$ cat src/rtl/hazard_unit.sv
// Pipeline hazard detector: combinational stall/flush controls for the 5-stage core.
// Optional saturating stall/flush performance counters when HAZARD_UNIT_PERF_CNT_EN is defined.
package hazard_unit_pkg;
    typedef enum logic [1:0] {
        NoHazard      = 2'd0,
        HazardDecode  = 2'd1,
        HazardExecute = 2'd2
    } hazard_t;

    typedef logic rs_used_t;
endpackage

package branch_decoder_unit_pkg;
    typedef enum logic [1:0] {
        PcPlus4  = 2'd0,
        PcBranch = 2'd1,
        PcJalr   = 2'd2,
        PcTrap   = 2'd3
    } pc_src_t;
endpackage

module hazard_unit
    import hazard_unit_pkg::*;
    import branch_decoder_unit_pkg::*;
#(
    parameter int CNT_WIDTH = 32
) (
    input  logic                 clock,
    input  logic                 reset_n,
    input  hazard_t              hazard_type,
    input  rs_used_t             rs_used,
    input  pc_src_t              pc_src,
    input  logic [4:0]           rs1_id,
    input  logic [4:0]           rs2_id,
    input  logic [4:0]           rd_ex,
    input  logic [4:0]           rd_mem,
    input  logic                 reg_we_ex,
    input  logic                 reg_we_mem,
    input  logic                 mem_rd_en_ex,
    input  logic                 mem_rd_en_mem,
    input  logic                 store_id,
    input  logic                 rd_complete_ex,
    input  logic                 flush_all,
`ifdef HAZARD_UNIT_PERF_CNT_EN
    output logic [CNT_WIDTH-1:0] stall_count,
    output logic [CNT_WIDTH-1:0] flush_count,
`endif
    output logic                 stall_if,
    output logic                 stall_id,
    output logic                 flush_id,
    output logic                 flush_ex,
    output logic                 flush_mem
);

    logic [4:0] s1;
    logic [4:0] s2;
    logic       haz_s1;
    logic       haz_s2;
    logic       stall;

    function automatic logic match(input logic [4:0] s, input logic [4:0] rd,
                                   input logic we, input logic en);
        return (s == rd) && (rd != 5'd0) && we && en;
    endfunction

    assign s1 = rs1_id;
    assign s2 = rs_used ? rs2_id : 5'd0;

    always_comb begin
        haz_s1 = 1'b0;
        haz_s2 = 1'b0;
        case (hazard_type)
            HazardDecode: begin
                haz_s1 = match(s1, rd_ex, reg_we_ex, !rd_complete_ex)
                       || match(s1, rd_mem, reg_we_mem, mem_rd_en_mem);
                haz_s2 = match(s2, rd_ex, reg_we_ex, !rd_complete_ex)
                       || match(s2, rd_mem, reg_we_mem, mem_rd_en_mem);
            end
            HazardExecute: begin
                // Store data is forwarded in MEM, so a store's rs2 never waits on a load.
                haz_s1 = match(s1, rd_ex, reg_we_ex, mem_rd_en_ex);
                haz_s2 = match(s2, rd_ex, reg_we_ex, mem_rd_en_ex && !store_id);
            end
            default: begin
                haz_s1 = 1'b0;
                haz_s2 = 1'b0;
            end
        endcase
    end

    assign stall = haz_s1 || haz_s2;

    always_comb begin
        stall_if  = stall;
        stall_id  = stall;
        flush_ex  = stall || flush_all;
        flush_mem = flush_all;
        flush_id  = flush_all || (pc_src != PcPlus4);
    end

`ifdef HAZARD_UNIT_PERF_CNT_EN
    logic [CNT_WIDTH-1:0] stall_count_q, stall_count_d;
    logic [CNT_WIDTH-1:0] flush_count_q, flush_count_d;

    always_comb begin
        stall_count_d = stall_count_q;
        flush_count_d = flush_count_q;
        if (stall_if && (stall_count_q != '1)) begin
            stall_count_d = stall_count_q + 1'b1;
        end
        if (flush_id && (flush_count_q != '1)) begin
            flush_count_d = flush_count_q + 1'b1;
        end
    end

    always_ff @(posedge clock or negedge reset_n) begin
        if (!reset_n) begin
            stall_count_q <= '0;
            flush_count_q <= '0;
        end else begin
            stall_count_q <= stall_count_d;
            flush_count_q <= flush_count_d;
        end
    end

    assign stall_count = stall_count_q;
    assign flush_count = flush_count_q;
`else
    logic unused_ok;
    assign unused_ok = &{1'b0, clock, reset_n, CNT_WIDTH[0]};
`endif

endmodule

$ cat config.mk
export PLATFORM = sky130hd
export DESIGN_NAME = hazard_unit
export DESIGN_NICKNAME = d
export VERILOG_FILES = /design/src/rtl/hazard_unit.sv
export SDC_FILE = /design/constraint.sdc
export NUM_CORES = 1
export LEC_CHECK = 0
export BUFFER_PORTS_ARGS = -buffer_cell sky130_fd_sc_hd__buf_4
export CAP_MARGIN = 20
export CELL_PAD_IN_SITES_DETAIL_PLACEMENT = 0
export CELL_PAD_IN_SITES_GLOBAL_PLACEMENT = 1
export CORE_MARGIN = 3
export CORE_UTILIZATION = 28
export DETAILED_ROUTE_END_ITERATION = 7
export GPL_TIMING_DRIVEN = 0
export PLACE_DENSITY = 0.91
export SYNTH_ARGS = -nofsm -noshare
export SYNTH_HDL_FRONTEND = slang
export SYNTH_SLANG_ARGS = --single-unit
$ cat constraint.sdc
create_clock -name vclk -period 2.1
set_input_delay 0.21 -clock vclk [all_inputs]
set_output_delay 0.21 -clock vclk [all_outputs]
set_load 0.01 [all_outputs]
==> results.py, run 1 <==
metrics = {
    "sta": {
        "max_freq_mhz": 492.6,
        "setup_viol": 0,
        "tightest_slew_ns": 0.3758,
        "drv_slew": 0,
        "rsz0062_at_grt": "no",
        "fin_crit_sh": 0.9667,
        "slew_headroom": 0.7478,
        "min_period_ns": 2.030,
        "hold_viol_final": 0,
        "tns_ns": 0,
    },
    "synth": {
        "mappedNetlistArea_um2": 530.5,
        "synth.distinct_cells": 33,
        "synth-simple-area-share": 0.3302,
        "synth_xor_xnor_area_share": 0.2476,
        "synth_top_family_by_area": "simple AND/OR/NAND/NOR gates",
        "synthAdderAreaFrac": 0.04717,
        "synth_area_leaders": "xnor2_1 18%, xor2_1 6.6%, nand2_1 6.4%",
        "synthCells": 74,
        "syn_avg_cell_area_um2": 7.169,
        "yosysWarnings": 0,
        "syn_nets": 110,
        "synth_compound_area_frac": 0.3042,
        "ys_seq_area_frac": 0,
        "synth.area.mux_share": 0,
        "yosysTopAreaCellShare": 0.1816,
        "synth_top_cell_by_area": "xnor2_1",
    },
    "finish": {
        "antenna-diode-count": 0,
        "stdcell_area_um2": 839.6,
        "n_clock_buffer": 0,
        "syn2layout_area_growth_pct": 58.25,
        "fin_nets": 149,
        "fill_cells": 198,
        "final_layout_size_suffix_gt1_frac": 0.4234,
        "regArea_um2": 0,
        "seq_cell_count": 0,
    },
    "detailed_routing": {
        "num_vias": 683,
        "ant_nets": 0,
        "drt_iter0_markers": 5,
        "drc": 0,
        "dr.pass1.iters": 4,
        "vias_per_cell": 5.022,
        "wl_mm": 1.614,
        "wl_per_cell_um": 11.87,
    },
    "place": {
        "io_buffer_count": 37,
        "place.gp.congestion": 0.7789,
        "hpwl_mm": 1.429,
        "place_area_um2": 839.6,
    },
    "grt": {
        "grt_pass1_wl_mm": 2.490,
        "antenna_found_initial": 0,
        "grtUsageTotal": 0.1203,
        "grt_overflow": 0,
        "grt_max_degree": 11,
        "grt_pass1_vias": 596,
    },
    "power": {
        "total_power_uw": 151.7,
        "power.density_nw_per_um2": 180.7,
        "power.leakage_uw": 0.0003609,
        "seq_power_share": 0,
        "power_frac_comb": 1.000,
        "p_clk_frac": 0,
        "p_sw_uw": 65.99,
        "internal_power_uw": 85.69,
        "swShare": 0.4350,
        "vdd_ir_drop_max_v": 0.00007837,
    },
    "cts": {
        "cts_setup_buffers": 0,
        "cts_resized": 0,
        "holdBufCountCts": 0,
    },
    "critical_path": {
        "path_delay_family": "compound AO/OA/AOI/OAI gates",
        "criticalPathCategory": "input port to output port",
        "cp.required_ns": 1.89,
        "crit_buf_inv": 3,
        "start_kind": "input port",
        "slowest_stage": "or4_4",
        "crit_path_max_fanout": 5,
        "cpMostUsedCell": "buf_4",
        "cp_data_arrival_time_ns": 1.82,
        "critPathCaptureType": "output port",
        "critPathMaxStageDelay_ns": 0.53,
        "crit_path_cell_trace": "buf_4, or4_4, o211ai_2, a311oi_1, a211oi_2, a21oi_1, buf_4, buf_4",
    },
    "flow_run": {
        "drv_cap": 0,
    },
    "worst_hold_path": {
        "hold_class": "input port to output port",
        "worst_hold_startpoint": "pc_src[0]",
        "hold_path_end": "flush_id",
        "whs_path_depth": 3,
    },
    "die": {
        "placementRows": 15,
        "die_y_um": 49.53,
        "core_um2": 1764,
        "start_util": 0.3007,
        "ios": 39,
        "die_x_um": 49.53,
        "dieArea_um2": 2453,
    },
    "outcome": {
        "status": "completed",
    },
}
## cell type report
class / instances / area [um^2] / share of cell area
Multi-Input combinational cell: 68 / 493.0 / 0.5872
Timing Repair Buffer: 37 / 277.8 / 0.3308
Tap cell: 25 / 31.28 / 0.03726
Buffer: 3 / 26.28 / 0.03130
Inverter: 3 / 11.26 / 0.01341
## cell usage in the layout (no fill, tap or decap)
cell	netlist	final
nand2_1	9	9
xnor2_1	11	11
o22ai_1	2	2
a21bo_2	1	1
a211oi_1	1	1
o21ai_0	3	3
or4_4	2	2
nand3b_1	1	1
nor3_1	1	1
a32oi_1	1	1
nand4_1	2	2
xor2_1	4	4
nor4bb_1	1	1
ha_1	2	2
and4bb_2	1	1
nor2_1	5	5
or3_1	1	1
o21bai_1	1	1
buf_4	2	39
inv_1	3	3
a31oi_1	1	1
and3_1	1	1
nor4_1	2	2
a21oi_1	3	3
a211oi_2	1	1
o211ai_2	2	2
a2bb2oi_1	1	1
nand3_1	3	3
a22oi_1	2	2
a311oi_1	1	1
and4bb_1	1	1
a22o_1	1	1
buf_6	1	1
## cell usage after synthesis, types with 2 or more instances
library cell and instances:
nand3_1 3, a22oi_1 2, a21oi_1 3, nor4_1 2, xnor2_1 11, inv_1 3, o21ai_0 3, or4_4 2
o22ai_1 2, nand4_1 2, nor2_1 5, buf_4 2, nand2_1 9, o211ai_2 2, ha_1 2, xor2_1 4
## through the flow
stage / hold slack, ns / cells / utilization / setup slack, ns
after CTS: 0.6877 / 136 / 0.4759 / 0.07114
after global routing: 0.7031 / 136 / 0.4759 / 0.01350
final: 0.6836 / 136 / 0.4759 / 0.06997
after detailed placement: 0.6867 / 136 / 0.4759 / 0.07533
after global placement: 0.6828 / 136 / 0.4759 / 0.09173
after floorplan: 0.5118 / 74 / - / 0.3949
## cells by family (layout without fill, tap and decap cells)
group | Yosys count | after routing
simple gates | 30 | 30
compound gates | 21 | 21
xor+xnor | 15 | 15
buf+inv | 6 | 43
fa+ha+maj | 2 | 2
## worst max-delay path by stage
stage | from | endpoint | slack [ns] | cells after the start
final | rd_mem[0] | stall_if | 0.07 | 8
after global routing | rd_mem[0] | stall_if | 0.01 | 8
after CTS | rd_mem[0] | stall_if | 0.07 | 8
after global placement | rd_mem[0] | stall_if | 0.09 | 8
after floorplan | rd_mem[0] | stall_if | 0.39 | 6
after detailed placement | rd_mem[0] | stall_if | 0.08 | 8
## layer usage
layer  part of all wire  vias to the layer above  global-route usage  routed length, um
met4                  0                        0                   0                  0
met3              0.047                        0            0.006042                 76
li1                   -                      354                   -                  -
met1               0.46                      313              0.1739                746
met2               0.49                       16              0.2070                791
met5                  0                        -                   0                  0
## power groups by stage
stage | Combinational [uW] | Clock [uW] | Sequential (uW)
6_report | 152 | 0 | 0
5_1_grt | 166 | 0 | 0
4_1_cts | 153 | 0 | 0
3_5_place_dp | 152 | 0 | 0
3_3_place_gp | 149 | 0 | 0
2_1_floorplan | 68.9 | 0 | 0
No activity file was read; power rests on OpenSTA's default activity.
==> run 2: changes to the inputs <==
==> constraint.sdc (replaced) <==
create_clock -name vclk -period 2.1
set_input_delay 0.42 -clock vclk [all_inputs]
set_output_delay 0.42 -clock vclk [all_outputs]
set_load 0.01 [all_outputs]
==> results.py, run 2 (same netlist as run 1, synthesis figures left out) <==
metrics = {
    "grt": {
        "grt_overflow": 0,
        "grtUsageTotal": 0.1310,
        "grt_pass1_wl_mm": 2.704,
        "grt_pass1_vias": 612,
        "grt_max_degree": 11,
        "antenna_found_initial": 0,
    },
    "finish": {
        "fill_cells": 183,
        "final_layout_size_suffix_gt1_frac": 0.4643,
        "finish.utilization": 0.5043,
        "fin_nets": 150,
        "regArea_um2": 0,
        "final_common_cell": "buf_4",
        "n_clock_buffer": 0,
        "antenna-diode-count": 0,
        "multi_input_area_um2": 513.0,
        "layout_common_cells": "35 x buf_4, 11 x xnor2_1, 9 x nand2_1, 5 x buf_6, 5 x nor2_1",
        "final-instance-count-excl-fill": 137,
        "syn2layout_area_growth_pct": 67.69,
        "seq_cell_count": 0,
    },
    "power": {
        "internal_power_uw": 90.83,
        "power.density_nw_per_um2": 180.1,
        "swShare": 0.4332,
        "p_sw_uw": 69.42,
        "power_frac_comb": 1.000,
        "p_clk_frac": 0,
        "power.leakage_uw": 0.0003739,
        "vdd_ir_drop_max_v": 0.00007119,
        "seq_power_share": 0,
    },
    "critical_path": {
        "criticalPathCategory": "input port to output port",
        "cp_data_arrival_time_ns": 1.93,
        "slowest_stage": "or4_4",
        "start_kind": "input port",
        "critPathMaxStageDelay_ns": 0.54,
        "path_delay_family": "simple AND/OR/NAND/NOR gates",
        "crit_path_max_fanout": 2,
        "cp.required_ns": 1.68,
        "crit_path_cell_trace": "buf_8, or4_4, o211ai_2, nor3_2, a211oi_2, a21oi_2, buf_4, buf_6",
        "critPathCaptureType": "output port",
        "crit_buf_inv": 3,
    },
    "sta": {
        "rsz0062_at_grt": "yes",
        "setup_slack_ns": -0.2457,
        "tightest_slew_ns": 0.3288,
        "max_freq_mhz": 426.3,
        "drv_slew": 0,
        "hold_viol_final": 0,
        "slew_headroom": 0.7788,
        "min_period_ns": 2.346,
        "setup_viol": 3,
        "fin_crit_sh": 1.117,
    },
    "outcome": {
        "violations": "negative setup slack",
        "status": "finished, violations left",
    },
    "die": {
        "core_um2": 1764,
        "ios": 39,
        "dieArea_um2": 2453,
        "start_util": 0.3007,
        "die_y_um": 49.53,
        "die_x_um": 49.53,
        "placementRows": 15,
    },
    "detailed_routing": {
        "vias_per_cell": 4.985,
        "dr.pass1.iters": 4,
        "wl_mm": 1.705,
        "num_vias": 683,
        "drc": 0,
        "ant_nets": 0,
        "wl_per_cell_um": 12.45,
        "drt_iter0_markers": 8,
    },
    "place": {
        "hpwl_mm": 1.441,
        "io_buffer_count": 37,
        "place.gp.congestion": 0.8016,
        "dp.cells": 136,
    },
    "cts": {
        "holdBufCountCts": 0,
    },
    "flow_run": {
        "drv_cap": 0,
    },
    "worst_hold_path": {
        "hold_class": "input port to output port",
    },
}
==> run 2: area by class of cell <==
class | count | share of cell area
Multi-Input combinational cell | 68 | 0.5767
Timing Repair Buffer | 38 | 0.3460
Buffer | 3 | 0.02954
Inverter | 3 | 0.01266
Tap cell | 25 | 0.03516
==> run 2: worst min-delay path: cells and delay by family <==
family        cells  cell delay (ns)
simple gates      1             0.08
buf+inv           2             0.18
==> run 2: path summary, 6_finish.rpt <==
| check | startpoint | endpoint | cells after the start |
|---|---|---|---|
| setup / recovery | rd_ex[4] | stall_if | 8 |
| hold / removal | pc_src[0] | flush_id | 3 |
==> run 2: repair_timing <==
item / CTS / global route
resized for setup: 6 / 3
setup buffers: 1 / 0
pin swaps: 6 / 3
setup endpoints to repair: 3 / 3
==> run 2: per-layer routing <==
metal / part of all wire / routed length, um / vias to the layer above / track usage
met5: 0 / 0 / - / 0
met4: 0 / 0 / 0 / 0
met3: 0.045 / 77 / 0 / 0.01208
met2: 0.50 / 844 / 14 / 0.2291
met1: 0.46 / 782 / 311 / 0.1830
li1: - / - / 358 / -
==> run 2: metrics by stage <==
stage	total power, uW	area (um^2)	setup WS [ns]	hold slack, ns	TNS (ns)
after global routing	175.0	889.6	-0.3172	1.124	-0.7900
after global placement	149.8	843.3	-0.3031	1.103	-0.7303
final	160.3	889.6	-0.2457	1.103	-0.5539
after CTS	157.7	875.8	-0.2822	1.104	-0.6651
after floorplan	69.02	534.3	0.009702	0.9318	0
after detailed placement	151.5	843.3	-0.3038	1.104	-0.7255
==> run 2: power groups by stage <==
stage | clock, uW | sequential [uW] | combinational [uW]
finish | 0 | 0 | 160
global route | 0 | 0 | 175
CTS | 0 | 0 | 158
detailed placement | 0 | 0 | 151
global placement | 0 | 0 | 150
floorplan | 0 | 0 | 69.0
==> run 3: changes to the inputs <==
- PLACE_DENSITY: 0.91 -> 0.95
==> results.py, run 3 (same netlist as run 1, synthesis figures left out) <==
metrics = {
    "finish": {
        "seq_cell_count": 0,
        "fin_nets": 151,
        "antenna-diode-count": 0,
        "n_clock_buffer": 0,
        "final_common_cell": "buf_4",
        "final_layout_size_suffix_gt1_frac": 0.4779,
        "layout_common_cells": "36 x buf_4, 11 x xnor2_1, 9 x nand2_1, 5 x nor2_1",
        "fill_cells": 193,
        "regArea_um2": 0,
        "syn2layout_area_growth_pct": 74.29,
    },
    "die": {
        "dieArea_um2": 2453,
        "placementRows": 15,
        "die_y_um": 49.53,
        "start_util": 0.3007,
        "core_um2": 1764,
        "ios": 39,
        "die_x_um": 49.53,
    },
    "outcome": {
        "violations": "negative setup slack",
        "status": "finished, violations left",
    },
    "sta": {
        "tns_ns": -0.6048,
        "drv_slew": 0,
        "slew_headroom": 0.7505,
        "hold_viol_final": 0,
        "min_period_ns": 2.362,
        "max_freq_mhz": 423.4,
        "rsz0062_at_grt": "yes",
        "setup_viol": 3,
        "setup_slack_ns": -0.2618,
        "tightest_slew_ns": 0.3743,
        "fin_crit_sh": 1.125,
    },
    "detailed_routing": {
        "vias_per_cell": 5.181,
        "drt_iter0_markers": 11,
        "num_vias": 715,
        "wl_per_cell_um": 13.48,
        "ant_nets": 0,
        "drc": 0,
        "dr.pass1.iters": 4,
        "wl_mm": 1.860,
    },
    "grt": {
        "grt_overflow": 0,
        "grt_pass1_vias": 678,
        "antenna_found_initial": 0,
        "grt_pass1_wl_mm": 2.994,
        "grtUsageTotal": 0.1454,
        "grt_max_degree": 11,
    },
    "flow_run": {
        "drv_cap": 0,
    },
    "critical_path": {
        "cp_data_arrival_time_ns": 1.94,
        "cp.required_ns": 1.68,
        "critPathCaptureType": "output port",
        "crit_path_max_fanout": 2,
        "criticalPathCategory": "input port to output port",
        "startpoint": "rd_mem[3]",
        "start_kind": "input port",
    },
    "place": {
        "io_buffer_count": 37,
        "place.gp.congestion": 0.7836,
        "hpwl_mm": 1.517,
    },
    "worst_hold_path": {
        "worst_hold_startpoint": "pc_src[0]",
        "hold_class": "input port to output port",
    },
    "power": {
        "vdd_ir_drop_max_v": 0.00008492,
        "total_power_uw": 171.6,
        "power.leakage_uw": 0.0003854,
        "power.density_nw_per_um2": 185.6,
    },
}
==> run 3: path summary, 6_finish.rpt <==
path | depth (start not counted) | slack [ns] | endpoint
max | 8 | -0.26 | stall_if
min | 3 | 1.10 | flush_id
==> run 3: cell type report <==
class,count,area [um^2],share of cell area
buffer,3,26.28,0.02842
inverter,3,11.26,0.01218
multi-input combinational,68,536.8,0.5805
tap,25,31.28,0.03383
timing repair buffer,39,319.1,0.3451
==> run 3: routing by layer <==
metal | wire, um | track usage | vias up
met4 | 3 | 0.009217 | 0
met1 | 829 | 0.2083 | 326
met3 | 112 | 0.01208 | 2
met2 | 914 | 0.2445 | 30
met5 | 0 | 0 | -
li1 | - | - | 357
==> run 3: where the power goes <==
| group | switching [uW] | internal (uW) | total, uW | leakage (uW) |
|---|---|---|---|---|
| clock network | 0 | 0 | 0 | 0 |
| registers | 0 | 0 | 0 | 0 |
| logic | 76.8 | 94.8 | 172 | 0.000385 |
==> run 3: worst max-delay path, stage by stage <==
cell,delay (ns)
buf_8,0.09
or4_4,0.53
o211ai_4,0.20
a311oi_2,0.07
a211oi_2,0.27
a21oi_2,0.10
buf_4,0.14
buf_6,0.11
==> run 3: stage by stage <==
stage	std cells	hold WS [ns]	cell area [um^2]	utilization	worst slack, ns
5_1_grt	138	1.138	924.6	0.5241	-0.3022
3_3_place_gp	136	1.104	843.3	0.4780	-0.3148
4_1_cts	138	1.103	900.9	0.5106	-0.2864
3_5_place_dp	136	1.103	843.3	0.4780	-0.3296
6_report	138	1.104	924.6	0.5241	-0.2618
2_1_floorplan	74	0.9318	534.3	-	0.009702
==> run 3: timing repair <==
action,CTS,global route
pin swaps,9,6
resized for setup,10,3
setup endpoints to repair,3,3
hold buffers,0,0
gates cloned,0,0
buffers inserted,2,0
